[config.mk]
export PLATFORM = sky130hd
export DESIGN_NAME = param_rr_arbiter_flat
export DESIGN_NICKNAME = d
export VERILOG_FILES = /design/src/rtl/param_rr_arbiter_if.sv /design/src/rtl/param_rr_arbiter.sv /design/src/flat_wrapper.sv
export SDC_FILE = /design/constraint.sdc
export NUM_CORES = 1
export LEC_CHECK = 0
export BUFFER_PORTS_ARGS = -buffer_cell sky130_fd_sc_hd__buf_4
export CAP_MARGIN = 25
export CELL_PAD_IN_SITES_DETAIL_PLACEMENT = 1
export CELL_PAD_IN_SITES_GLOBAL_PLACEMENT = 2
export CORE_MARGIN = 2
export CORE_UTILIZATION = 33
export CTS_BUF_LIST = sky130_fd_sc_hd__clkbuf_2
export CTS_CLUSTER_DIAMETER = 60
export DETAILED_ROUTE_END_ITERATION = 16
export HOLD_SLACK_MARGIN = 0.08
export PLACE_DENSITY = 0.95
export SLEW_MARGIN = 30
export SYNTH_ARGS = -nofsm -noshare
export SYNTH_HDL_FRONTEND = slang
export SYNTH_SLANG_ARGS = --single-unit
[constraint.sdc]
create_clock -name clk -period 4 [get_ports clk]
set_input_delay 0.2 -clock clk [delete_from_list [all_inputs] [get_ports clk]]
set_output_delay 0.2 -clock clk [all_outputs]
set_load 0.01 [all_outputs]
[src/rtl/param_rr_arbiter_if.sv]
// rtl/param_rr_arbiter_if.sv - request/grant and shared datapath bus for param_rr_arbiter (lock lane under PARAMARB_LOCK_EN)
interface param_rr_arbiter_if #(
    parameter int N = 4,
    parameter int F = 3,
    parameter int K = 3
);
    localparam int W = F - K + 1;

    logic [N-1:0]   req;
`ifdef PARAMARB_LOCK_EN
    logic [N-1:0]   lock;
`endif
    logic [N*W-1:0] data;
    logic [N-1:0]   gnt;
    logic [N-1:0]   ack;
    logic [F:K]     dp_d;
    logic           dp_valid;
    logic           dp_ready;
    logic           busy;

`ifdef PARAMARB_LOCK_EN
    modport master (
        input  req, lock, data, dp_ready,
        output gnt, ack, dp_d, dp_valid, busy
    );
    modport slave (
        output req, lock, data, dp_ready,
        input  gnt, ack, dp_d, dp_valid, busy
    );
`else
    modport master (
        input  req, data, dp_ready,
        output gnt, ack, dp_d, dp_valid, busy
    );
    modport slave (
        output req, data, dp_ready,
        input  gnt, ack, dp_d, dp_valid, busy
    );
`endif
endinterface

[src/rtl/param_rr_arbiter.sv]
// rtl/param_rr_arbiter.sv - burst-bounded round-robin arbiter for a shared datapath; optional lock via PARAMARB_LOCK_EN
module param_rr_arbiter #(
    parameter int N     = 4,
    parameter int F     = 3,
    parameter int K     = 3,
    parameter int BURST = 2
) (
    input  logic                 clk,
    input  logic                 rstn,
    param_rr_arbiter_if.master   bus
);
    localparam int W  = F - K + 1;
    localparam int IW = (N > 1) ? $clog2(N) : 1;
    localparam int CW = $clog2(BURST + 1);
    localparam logic [IW:0]   NL   = (IW+1)'(N);
    localparam logic [CW-1:0] LAST = CW'(BURST - 1);
    localparam logic [IW-1:0] TOP  = IW'(N - 1);

    typedef enum logic {IDLE, XFER} state_t;

    state_t        state, state_n;
    logic [IW-1:0] ptr, ptr_n;
    logic [IW-1:0] sel, sel_n;
    logic [CW-1:0] cnt, cnt_n;
    logic [N-1:0]  gnt, gnt_n;

    logic [N-1:0]  rot;
    logic [IW-1:0] off;
    logic [IW:0]   sum;
    logic [IW-1:0] win;
    logic          found;
    logic          valid;
    logic          req_sel;
    logic          lock_sel;
    logic          at_last;
    logic [W-1:0]  dsel;

    assign valid   = (state == XFER);
    assign req_sel = bus.req[sel];
    assign at_last = (cnt == LAST);
`ifdef PARAMARB_LOCK_EN
    assign lock_sel = bus.lock[sel];
`else
    assign lock_sel = 1'b0;
`endif

    // Rotate requests so ptr lands on bit 0, take the lowest set bit, then map back to an index.
    always_comb begin
        rot   = N'({bus.req, bus.req} >> ptr);
        found = |bus.req;
        off   = '0;
        for (int i = N - 1; i >= 0; i--) begin
            if (rot[i]) off = IW'(i);
        end
        sum = {1'b0, ptr} + {1'b0, off};
        win = (sum >= NL) ? IW'(sum - NL) : IW'(sum);
    end

    // Next-state: grant on entry, count accepted beats, release on burst end, request drop or abort.
    always_comb begin
        state_n = state;
        ptr_n   = ptr;
        sel_n   = sel;
        cnt_n   = cnt;
        gnt_n   = gnt;
        case (state)
            IDLE: begin
                if (found) begin
                    state_n = XFER;
                    sel_n   = win;
                    gnt_n   = N'(1) << win;
                    cnt_n   = '0;
                    ptr_n   = (win == TOP) ? '0 : win + 1'b1;
                end
            end
            XFER: begin
                if (bus.dp_ready) begin
                    // A locked grant parks the counter at the last beat so dropping lock ends it cleanly.
                    if (lock_sel && at_last) cnt_n = cnt;
                    else                     cnt_n = cnt + 1'b1;
                    if (!req_sel || (at_last && !lock_sel)) begin
                        state_n = IDLE;
                        gnt_n   = '0;
                    end
                end else if (!req_sel) begin
                    state_n = IDLE;
                    gnt_n   = '0;
                end
            end
            default: begin
                state_n = IDLE;
                gnt_n   = '0;
            end
        endcase
    end

    // State and grant registers; reset drops any beat in flight.
    always_ff @(posedge clk or negedge rstn) begin
        if (!rstn) begin
            state <= IDLE;
            ptr   <= '0;
            sel   <= '0;
            cnt   <= '0;
            gnt   <= '0;
        end else begin
            state <= state_n;
            ptr   <= ptr_n;
            sel   <= sel_n;
            cnt   <= cnt_n;
            gnt   <= gnt_n;
        end
    end

    // Live data mux keyed by the one-hot grant, so the bus reads zero whenever nothing is granted.
    always_comb begin
        dsel = '0;
        for (int i = 0; i < N; i++) begin
            if (gnt[i]) dsel = bus.data[i*W +: W];
        end
    end

    assign bus.gnt      = gnt;
    assign bus.dp_valid = valid;
    assign bus.busy     = valid;
    assign bus.ack      = gnt & {N{valid & bus.dp_ready}};
    assign bus.dp_d     = dsel;
endmodule

[src/flat_wrapper.sv]
// flat-port wrapper written by rule: the top's interface ports become plain ports
module param_rr_arbiter_flat 
#(
    parameter int N     = 4,
    parameter int F     = 3,
    parameter int K     = 3,
    parameter int BURST = 2
)
  (clk, rstn, bus_req, bus_data, bus_dp_ready, bus_gnt, bus_ack, bus_dp_d, bus_dp_valid, bus_busy);
  param_rr_arbiter_if #(.N(N), .F(F), .K(K)) bus_i ();
  input  logic clk;
  input  logic rstn;
  input wire logic [$bits(bus_i.req)-1:0] bus_req;
  input wire logic [$bits(bus_i.data)-1:0] bus_data;
  input wire logic [$bits(bus_i.dp_ready)-1:0] bus_dp_ready;
  output wire logic [$bits(bus_i.gnt)-1:0] bus_gnt;
  output wire logic [$bits(bus_i.ack)-1:0] bus_ack;
  output wire logic [$bits(bus_i.dp_d)-1:0] bus_dp_d;
  output wire logic [$bits(bus_i.dp_valid)-1:0] bus_dp_valid;
  output wire logic [$bits(bus_i.busy)-1:0] bus_busy;
  assign bus_i.req = bus_req;
  assign bus_i.data = bus_data;
  assign bus_i.dp_ready = bus_dp_ready;
  assign bus_gnt = bus_i.gnt;
  assign bus_ack = bus_i.ack;
  assign bus_dp_d = bus_i.dp_d;
  assign bus_dp_valid = bus_i.dp_valid;
  assign bus_busy = bus_i.busy;
  param_rr_arbiter #(.N(N), .F(F), .K(K), .BURST(BURST)) u_core (.clk(clk), .rstn(rstn), .bus(bus_i));
endmodule
==> results.md, run 1 <==
* Status: finished, final reports clean
* Worst Path Required at about 4.2 ns
* Clock-pin transition on the worst setup and hold timing paths at ~0.11 ns
* Synth Net Count at 113
* Final count of pins violating max slew at 0
* Clock sink count at 11
* Critical Path End Type: flop
* Worst Skew at 0.007498 ns
* Area contributors post-synth: dfrtp_1 (32%), nand2_1 (8.0%), ha_1 (4.4%), o31ai_1 (4.4%), buf_6 (4.0%)
* Final nets at about 130
* Min Hold Slack at 0.2833 ns
* Core area at 0.002455 mm^2
* Number of synthesized flops with an enable pin at 0
* 1st-iter DRT viols at 10
* Maximum vdd drop at 260.7 uV
* Hold/Removal Path Class: input pin to flop
* Rel. slew slack at 70.52%
* Most numerous cell in the Yosys netlist: nand2_1
* Flop2flop setup slack at 1.48 ns
* GRT overflow at 0
* Drt via density at 5.493
* Buffers added on ports at 21
* RSZ-0062 raised after global routing: no
* Global placement routability congestion at 0.8098
* Routed Wire Length at between 2000 and 2500 um
* Largest net degree at the start of global routing at 13
* Final hold vios at 0
* Die height at about 55 um
* GRT Overall Usage at around 16%
* Initial Utilization at 34.51%
* Hpwl dp at between 1500 and 2000 um
* Post-route setup TNS at 0 ns
* Setup violations, final at 0
* Period utilisation layout at between 60 and 70%
* Antenna violations before repair at 0
* CP Data Arrival Time at between 2 and 3 ns
* Commonest cells post-synth: nand2_1 (18), dfrtp_1 (11), o21ai_0 (6)
* Longest Clk Path Bufs at 2
* Top_reg_cell synth: dfrtp_1
* Syn-to-layout area delta at 19.94%
* Post-DR wirelength/cell at around 14 um
* Die area at approximately 0.0030 mm^2
* FILL cells at about 320
* #FFs+latches synth at 11
* DR DRC count at 0
* DIE WIDTH at approximately 55 um
* Area share of the largest cell type after synthesis at 32.50%
* Critical setup path kind: flop to flop
* Post-cts sizing count at 0
* Top Ports at 22
* Via Count at around 800
* CTS Buf Count at 3
* Yosys warns at 0
* Area leader, netlist: dfrtp_1
* CP max FO at 12
* Critical path startpoint category: flop
* Setup bufs post-CTS at 0
* Maxcap violations at 0
* H-Tree Level Count at 1
* Syn Inst Count at 99
* Layout cells sized above 1 at 23.73%
* Mean post-synth cell area at 8.556 um^2
* First-pass GRT wire length at approximately 3500 um
* Min Tclk post-route at approximately 2.5 ns
* CTS tree: done
* Skew-Pair Late Insertion Delay at 0.25 ns
* Sequential fraction of the synthesis area at 32.50%
* Number of diodes at 0
* Synthesized area at 847.1 um^2
* PD cells at between 600 and 700 mW/mm^2
* Clock Tree Root: clkbuf_2
* Slew at the pin with the worst max-slew slack at between 0.4 and 0.5 ns
* Final ANT Viol Nets at 0
* Leak Pwr at ~0.47 nW
* Vias in the first global route at 784
* FP Rows at 18
* Fmax at 396.9 MHz
* Ys async rst share at 100.0%
* Yosys cell types at 34
* DR pass1 iterations at 4
==> logic make-up (layout without fill, tap and decap cells) <==
| group | count (synthesis) | after routing | share of synthesized area (%) |
|---|---|---|---|
| muxes | 2 | 2 | 3.840 |
| xor gates and xnor gates | 3 | 3 | 3.102 |
| adders and majority gates | 3 | 3 | 4.432 |
| DFF | 11 | 11 | 32.50 |
| buffers and inverters | 10 | 29 | 7.976 |
| and+or+nand+nor | 45 | 45 | 28.36 |
| AOI/OAI and AO/OA | 25 | 25 | 19.79 |
==> per-stage QoR <==
stage          cells  setup WS (ns)  area [um^2]  power, mW  utilization, %
2_1_floorplan     99          1.765        847.1     0.5067               -
3_3_place_gp     143          1.631        985.9     0.6008           40.16
3_5_place_dp     143          1.470        985.9     0.6274           40.16
4_1_cts          148          1.438         1016     0.6919           41.39
5_1_grt          148          1.125         1016     0.7568           41.39
6_report         148          1.480         1016     0.6806           41.39
==> layout make-up <==
type                            count  area, um^2  area share, %
Timing Repair Buffer               22       167.7          16.50
Clock buffer                        4       20.02          1.970
Multi-Input combinational cell     78       504.2          49.63
Tap cell                           30       37.54          3.695
Sequential cell                    11       275.3          27.09
Inverter                            3       11.26          1.108
==> critical path, stage by stage, from the launching register on <==
cell	delay (ns)
dfrtp_1	0.56
nand2b_1	0.16
o22ai_1	0.07
o21ai_0	0.15
o221ai_1	0.13
ha_1	0.24
xor2_1	0.17
nor4_2	0.40
nor2_1	0.08
ha_1	0.24
o31ai_1	0.25
==> layout by cell type (no fill, tap or decap), drive strengths merged <==
cell	netlist	routed
o31ai	5	5
xor2	1	1
dfrtp	11	11
nand2	18	18
nand3b	2	2
and2b	1	1
mux2i	1	1
or3	2	2
and2	1	1
nor4	3	3
dlygate4sd3	0	1
a21oi	3	3
buf	7	21
o221ai	1	1
inv	3	3
a31oi	2	2
nor3b	2	2
a21boi	1	1
clkbuf	0	4
and3	4	4
a22o	3	3
o22ai	1	1
o21a	2	2
mux4	1	1
o21ai	6	6
nor2	5	5
nor2b	2	2
ha	3	3
xnor2	2	2
or2	1	1
o311ai	1	1
nor3	2	2
nand2b	2	2
==> sequential cells by signal, indices dropped and copies added, names as in the netlist <==
register         flops
u_core.bus.gnt       4
u_core.sel           2
u_core.cnt           2
u_core.ptr           2
u_core.bus.busy      1
==> power breakdown <==
part           switching [mW]  internal, mW  total [mW]
clock network          0.0360        0.0266      0.0625
registers              0.0728         0.160       0.232
logic                   0.197         0.189       0.386
total                   0.306         0.375       0.681
==> final timing paths <==
| path | from | cells after the start | to |
|---|---|---|---|
| worst max-delay path | u_core.ptr[0]$_DFFE_PN0P_ | 10 | u_core.ptr[0]$_DFFE_PN0P_ |
| worst min-delay path | bus_dp_ready | 3 | u_core.cnt[0]$_DFFE_PN0P_ |
| worst max register to register | u_core.ptr[0]$_DFFE_PN0P_ | 10 | u_core.ptr[0]$_DFFE_PN0P_ |
| worst min register to register | u_core.sel[0]$_DFFE_PN0P_ | 2 | u_core.sel[0]$_DFFE_PN0P_ |
| max in group asynchronous | rstn | 2 | u_core.bus.gnt[1]$_DFFE_PN0P_ |
| min in group asynchronous | rstn | 2 | u_core.sel[0]$_DFFE_PN0P_ |
==> metal layers <==
| layer | vias up | GRT usage (%) | routed length [um] |
|---|---|---|---|
| li1 | 392 | - | - |
| met1 | 392 | 18.99 | 933 |
| met2 | 27 | 29.17 | 1037 |
| met3 | 2 | 2.459 | 122 |
| met4 | 0 | 6.250 | 19 |
| met5 | - | 0 | 0 |
==> timing repair <==
item                                   4_1_cts  5_1_grt
setup endpoints to repair                    0        0
hold buffers                                 1        0
endpoints found under the hold margin       11        0
(Power assumes the default switching activity.)
==> inputs of run 2 (changes only) <==
--- a/config.mk
+++ b/config.mk
@@ -10,12 +10,12 @@
 export CELL_PAD_IN_SITES_DETAIL_PLACEMENT = 1
 export CELL_PAD_IN_SITES_GLOBAL_PLACEMENT = 2
 export CORE_MARGIN = 2
-export CORE_UTILIZATION = 33
+export CORE_UTILIZATION = 31
 export CTS_BUF_LIST = sky130_fd_sc_hd__clkbuf_2
 export CTS_CLUSTER_DIAMETER = 60
 export DETAILED_ROUTE_END_ITERATION = 16
 export HOLD_SLACK_MARGIN = 0.08
-export PLACE_DENSITY = 0.95
+export PLACE_DENSITY = 0.92
 export SLEW_MARGIN = 30
 export SYNTH_ARGS = -nofsm -noshare
 export SYNTH_HDL_FRONTEND = slang
==> constraint.sdc (replaced) <==
create_clock -name clk -period 2.5 [get_ports clk]
set_input_delay 0.125 -clock clk [delete_from_list [all_inputs] [get_ports clk]]
set_output_delay 0.125 -clock clk [all_outputs]
set_load 0.01 [all_outputs]
==> run 2 against run 1 <==
Flip-flop and latch count stayed put. Hold slack worse by 0.078 ns. Combinational power is 78% higher. Global-route usage is 1.4 points lower. Clock skew is 0.00063 ns lower. Final cell count is 2.0% higher. Count of clock-buffer cells in the layout stayed put. Non-clock buffer count is 3 higher. Power is 67% higher. Routed wire length is 3.3% higher. Sequential share of layout area is 0.50 points lower. Critical endpoint unchanged. Largest power group unchanged. Highest routed layer unchanged.
==> results.md, run 2 (same netlist as run 1, synthesis figures left out) <==
* Maximum vdd drop at between 400 and 500 uV
* Largest net degree at the start of global routing at 13
* Final hold vios at 0
* Final core occ at between 40% and 50%
* Longest Clk Path Bufs at 2
* Via Count at 815
* Skew-Pair Late Insertion Delay at 0.27 ns
* Critical Path End Type: flop
* Clock sink count at 11
* DIE WIDTH at between 50 and 60 um
* Critical setup path kind: flop to flop
* GRT overflow at 0
* First-pass GRT wire length at 3746 um
* Die area at ~0.0032 mm^2
* RSZ-0062 raised after global routing: no
* Hold Crit Start: bus_dp_ready
* Vias in the first global route at 852
* Worst Path Buf+Inv at 0
* Antenna violations before repair at 0
* Post-route setup TNS at 0 ns
* Crit path top cell by count: ha_1
* Min Tclk post-route at 2.284 ns
* CP Data Arrival Time at 2.45 ns
* Syn-to-layout area delta at 22.75%
* Worst Skew at 0.006871 ns
* Hold/Removal Path Class: input pin to flop
* CTS tree: done
* Core area at 0.002522 mm^2
* Final Cell Area at 0.001040 mm^2
* Clock Tree Root: clkbuf_2
* Max incr delay on CP at 0.45 ns
* Status: finished, final reports clean
* FILL cells at 325
* Fmax at 437.9 MHz
* Die height at 56.27 um
* Initial Utilization at 33.58%
* CTS Buf Count at 3
* Rel. slew slack at 69.98%
* Drt via density at 5.397
* Maxcap violations at 0
* Post-DR wirelength/cell at 14.46 um
* Setup violations, final at 0
* Final count of pins violating max slew at 0
* FF-to-FF path depth at 9
* H-Tree Level Count at 1
* Flop2flop setup slack at 0.22 ns
* Final nets at 136
* PD cells at between 1000 and 1500 mW/mm^2
* CP max FO at 6
* Commonest non-fill, non-tap cell in the layout: buf_4
* Reg with most FFs: u_core.bus.gnt
* Slowest cell on crit path: dfrtp_2
* Number of diodes at 0
* Leak Pwr at 0.4848 nW
* Layout cells sized above 1 at between 20% and 30%
* Clock-pin transition on the worst setup and hold timing paths at 0.09 ns
* FP Rows at 18
* Min Hold Slack at 0.2054 ns
* Slew at the pin with the worst max-slew slack at 0.4462 ns
* Critical path startpoint category: flop
* DR pass1 iterations at 4
* Hpwl dp at around 1700 um
* Final ANT Viol Nets at 0
* CP cell instances: o311ai_1 > o21ai_0 > o221ai_1 > ha_1 > xor2_1 > nor4_2 > nor2_1 > ha_1 > o31ai_1
* Global placement routability congestion at around 0.76
* Max FFs per register at 4
* Buffers added on ports at 21
* Cell Area, Placed at approximately 0.001 mm^2
* Reg2reg end: u_core.ptr[0]$_DFFE_PN0P_
* DR DRC count at 0
* Routed Wire Length at about 2200 um
* Top Ports at 22
* Min-Delay Endpoint: u_core.cnt[0]$_DFFE_PN0P_
* Period utilisation layout at roughly nine tenths
* 1st-iter DRT viols at 12
* Worst hold path depth at 3
* Top delay family on crit path: compound AO/OA/AOI/OAI gates
* Reg-to-reg critical path startpoint: u_core.ptr[0]$_DFFE_PN0P_
* Worst Path Required at around 2.7 ns
* Final Power at 1.137 mW
* GRT Overall Usage at 14.75%
* Most frequent cells in the layout: buf_4 (24), nand2_1 (18), dfrtp_1 (10)
run 2: cell count changes in the layout (fill, tap and decap cells not counted), sizes merged:
cell,previous run,this run
buf,21,24
run 2: per-layer routing:
metal / GRT usage [%] / vias up / part of all wire [%]
li1: - / 400 / -
met1: 17.66 / 382 / 45
met2: 25.55 / 29 / 47
met3: 2.304 / 4 / 6.3
met4: 7.143 / 0 / 1.9
met5: 0 / - / 0
run 2: cell type report:
type                            instances  area (um^2)  area share (%)
Tap cell                               30        37.54           3.610
Inverter                                3        11.26           1.083
Timing Repair Buffer                   25        190.2           18.29
Sequential cell                        11        276.5           26.59
Clock buffer                            4        20.02           1.925
Multi-Input combinational cell         78        504.2           48.50
run 2: power breakdown:
part           internal [mW]  leakage [nW]  switching [mW]  total (mW)
registers              0.257         0.138          0.0890       0.346
clock network         0.0425        0.0166          0.0591       0.102
logic                  0.336         0.330           0.353       0.689
total                  0.636         0.485           0.501        1.14
run 2: worst max path at each step:
| stage | from | end | slack (ns) | depth (start not counted) |
|---|---|---|---|---|
| after detailed placement | u_core.ptr[0]$_DFFE_PN0P_ | u_core.ptr[0]$_DFFE_PN0P_ | 0.16 | 9 |
| after global routing | u_core.ptr[0]$_DFFE_PN0P_ | u_core.ptr[0]$_DFFE_PN0P_ | 0.02 | 10 |
| final | u_core.ptr[0]$_DFFE_PN0P_ | u_core.ptr[0]$_DFFE_PN0P_ | 0.22 | 9 |
| after global placement | u_core.ptr[0]$_DFFE_PN0P_ | u_core.ptr[0]$_DFFE_PN0P_ | 0.32 | 9 |
| after CTS | u_core.ptr[0]$_DFFE_PN0P_ | u_core.ptr[0]$_DFFE_PN0P_ | 0.14 | 9 |
| after floorplan | u_core.ptr[0]$_DFFE_PN0P_ | u_core.bus.gnt[3]$_DFFE_PN0P_ | 0.26 | 11 |
run 2: stage by stage:
| stage | std cells | setup slack [ns] |
|---|---|---|
| 2_1_floorplan | 99 | 0.2647 |
| 5_1_grt | 151 | 0.01583 |
| 3_3_place_gp | 146 | 0.3242 |
| 3_5_place_dp | 146 | 0.1573 |
| 4_1_cts | 151 | 0.1448 |
| 6_report | 151 | 0.2162 |
run 2: worst min-delay path, delay by kind of cell:
kind / cells / cell delay (ns)
AOI/OAI and AO/OA: 1 / 0.07
xor gates and xnor gates: 1 / 0.12
buffers and inverters: 1 / 0.12
run 2: timing repair:
item / CTS / global route
buffers inserted: 0 / 0
gates resized for setup: 0 / 2
endpoints found under the hold margin: 11 / 0
hold buffers: 1 / 0
setup endpoints to repair: 0 / 3
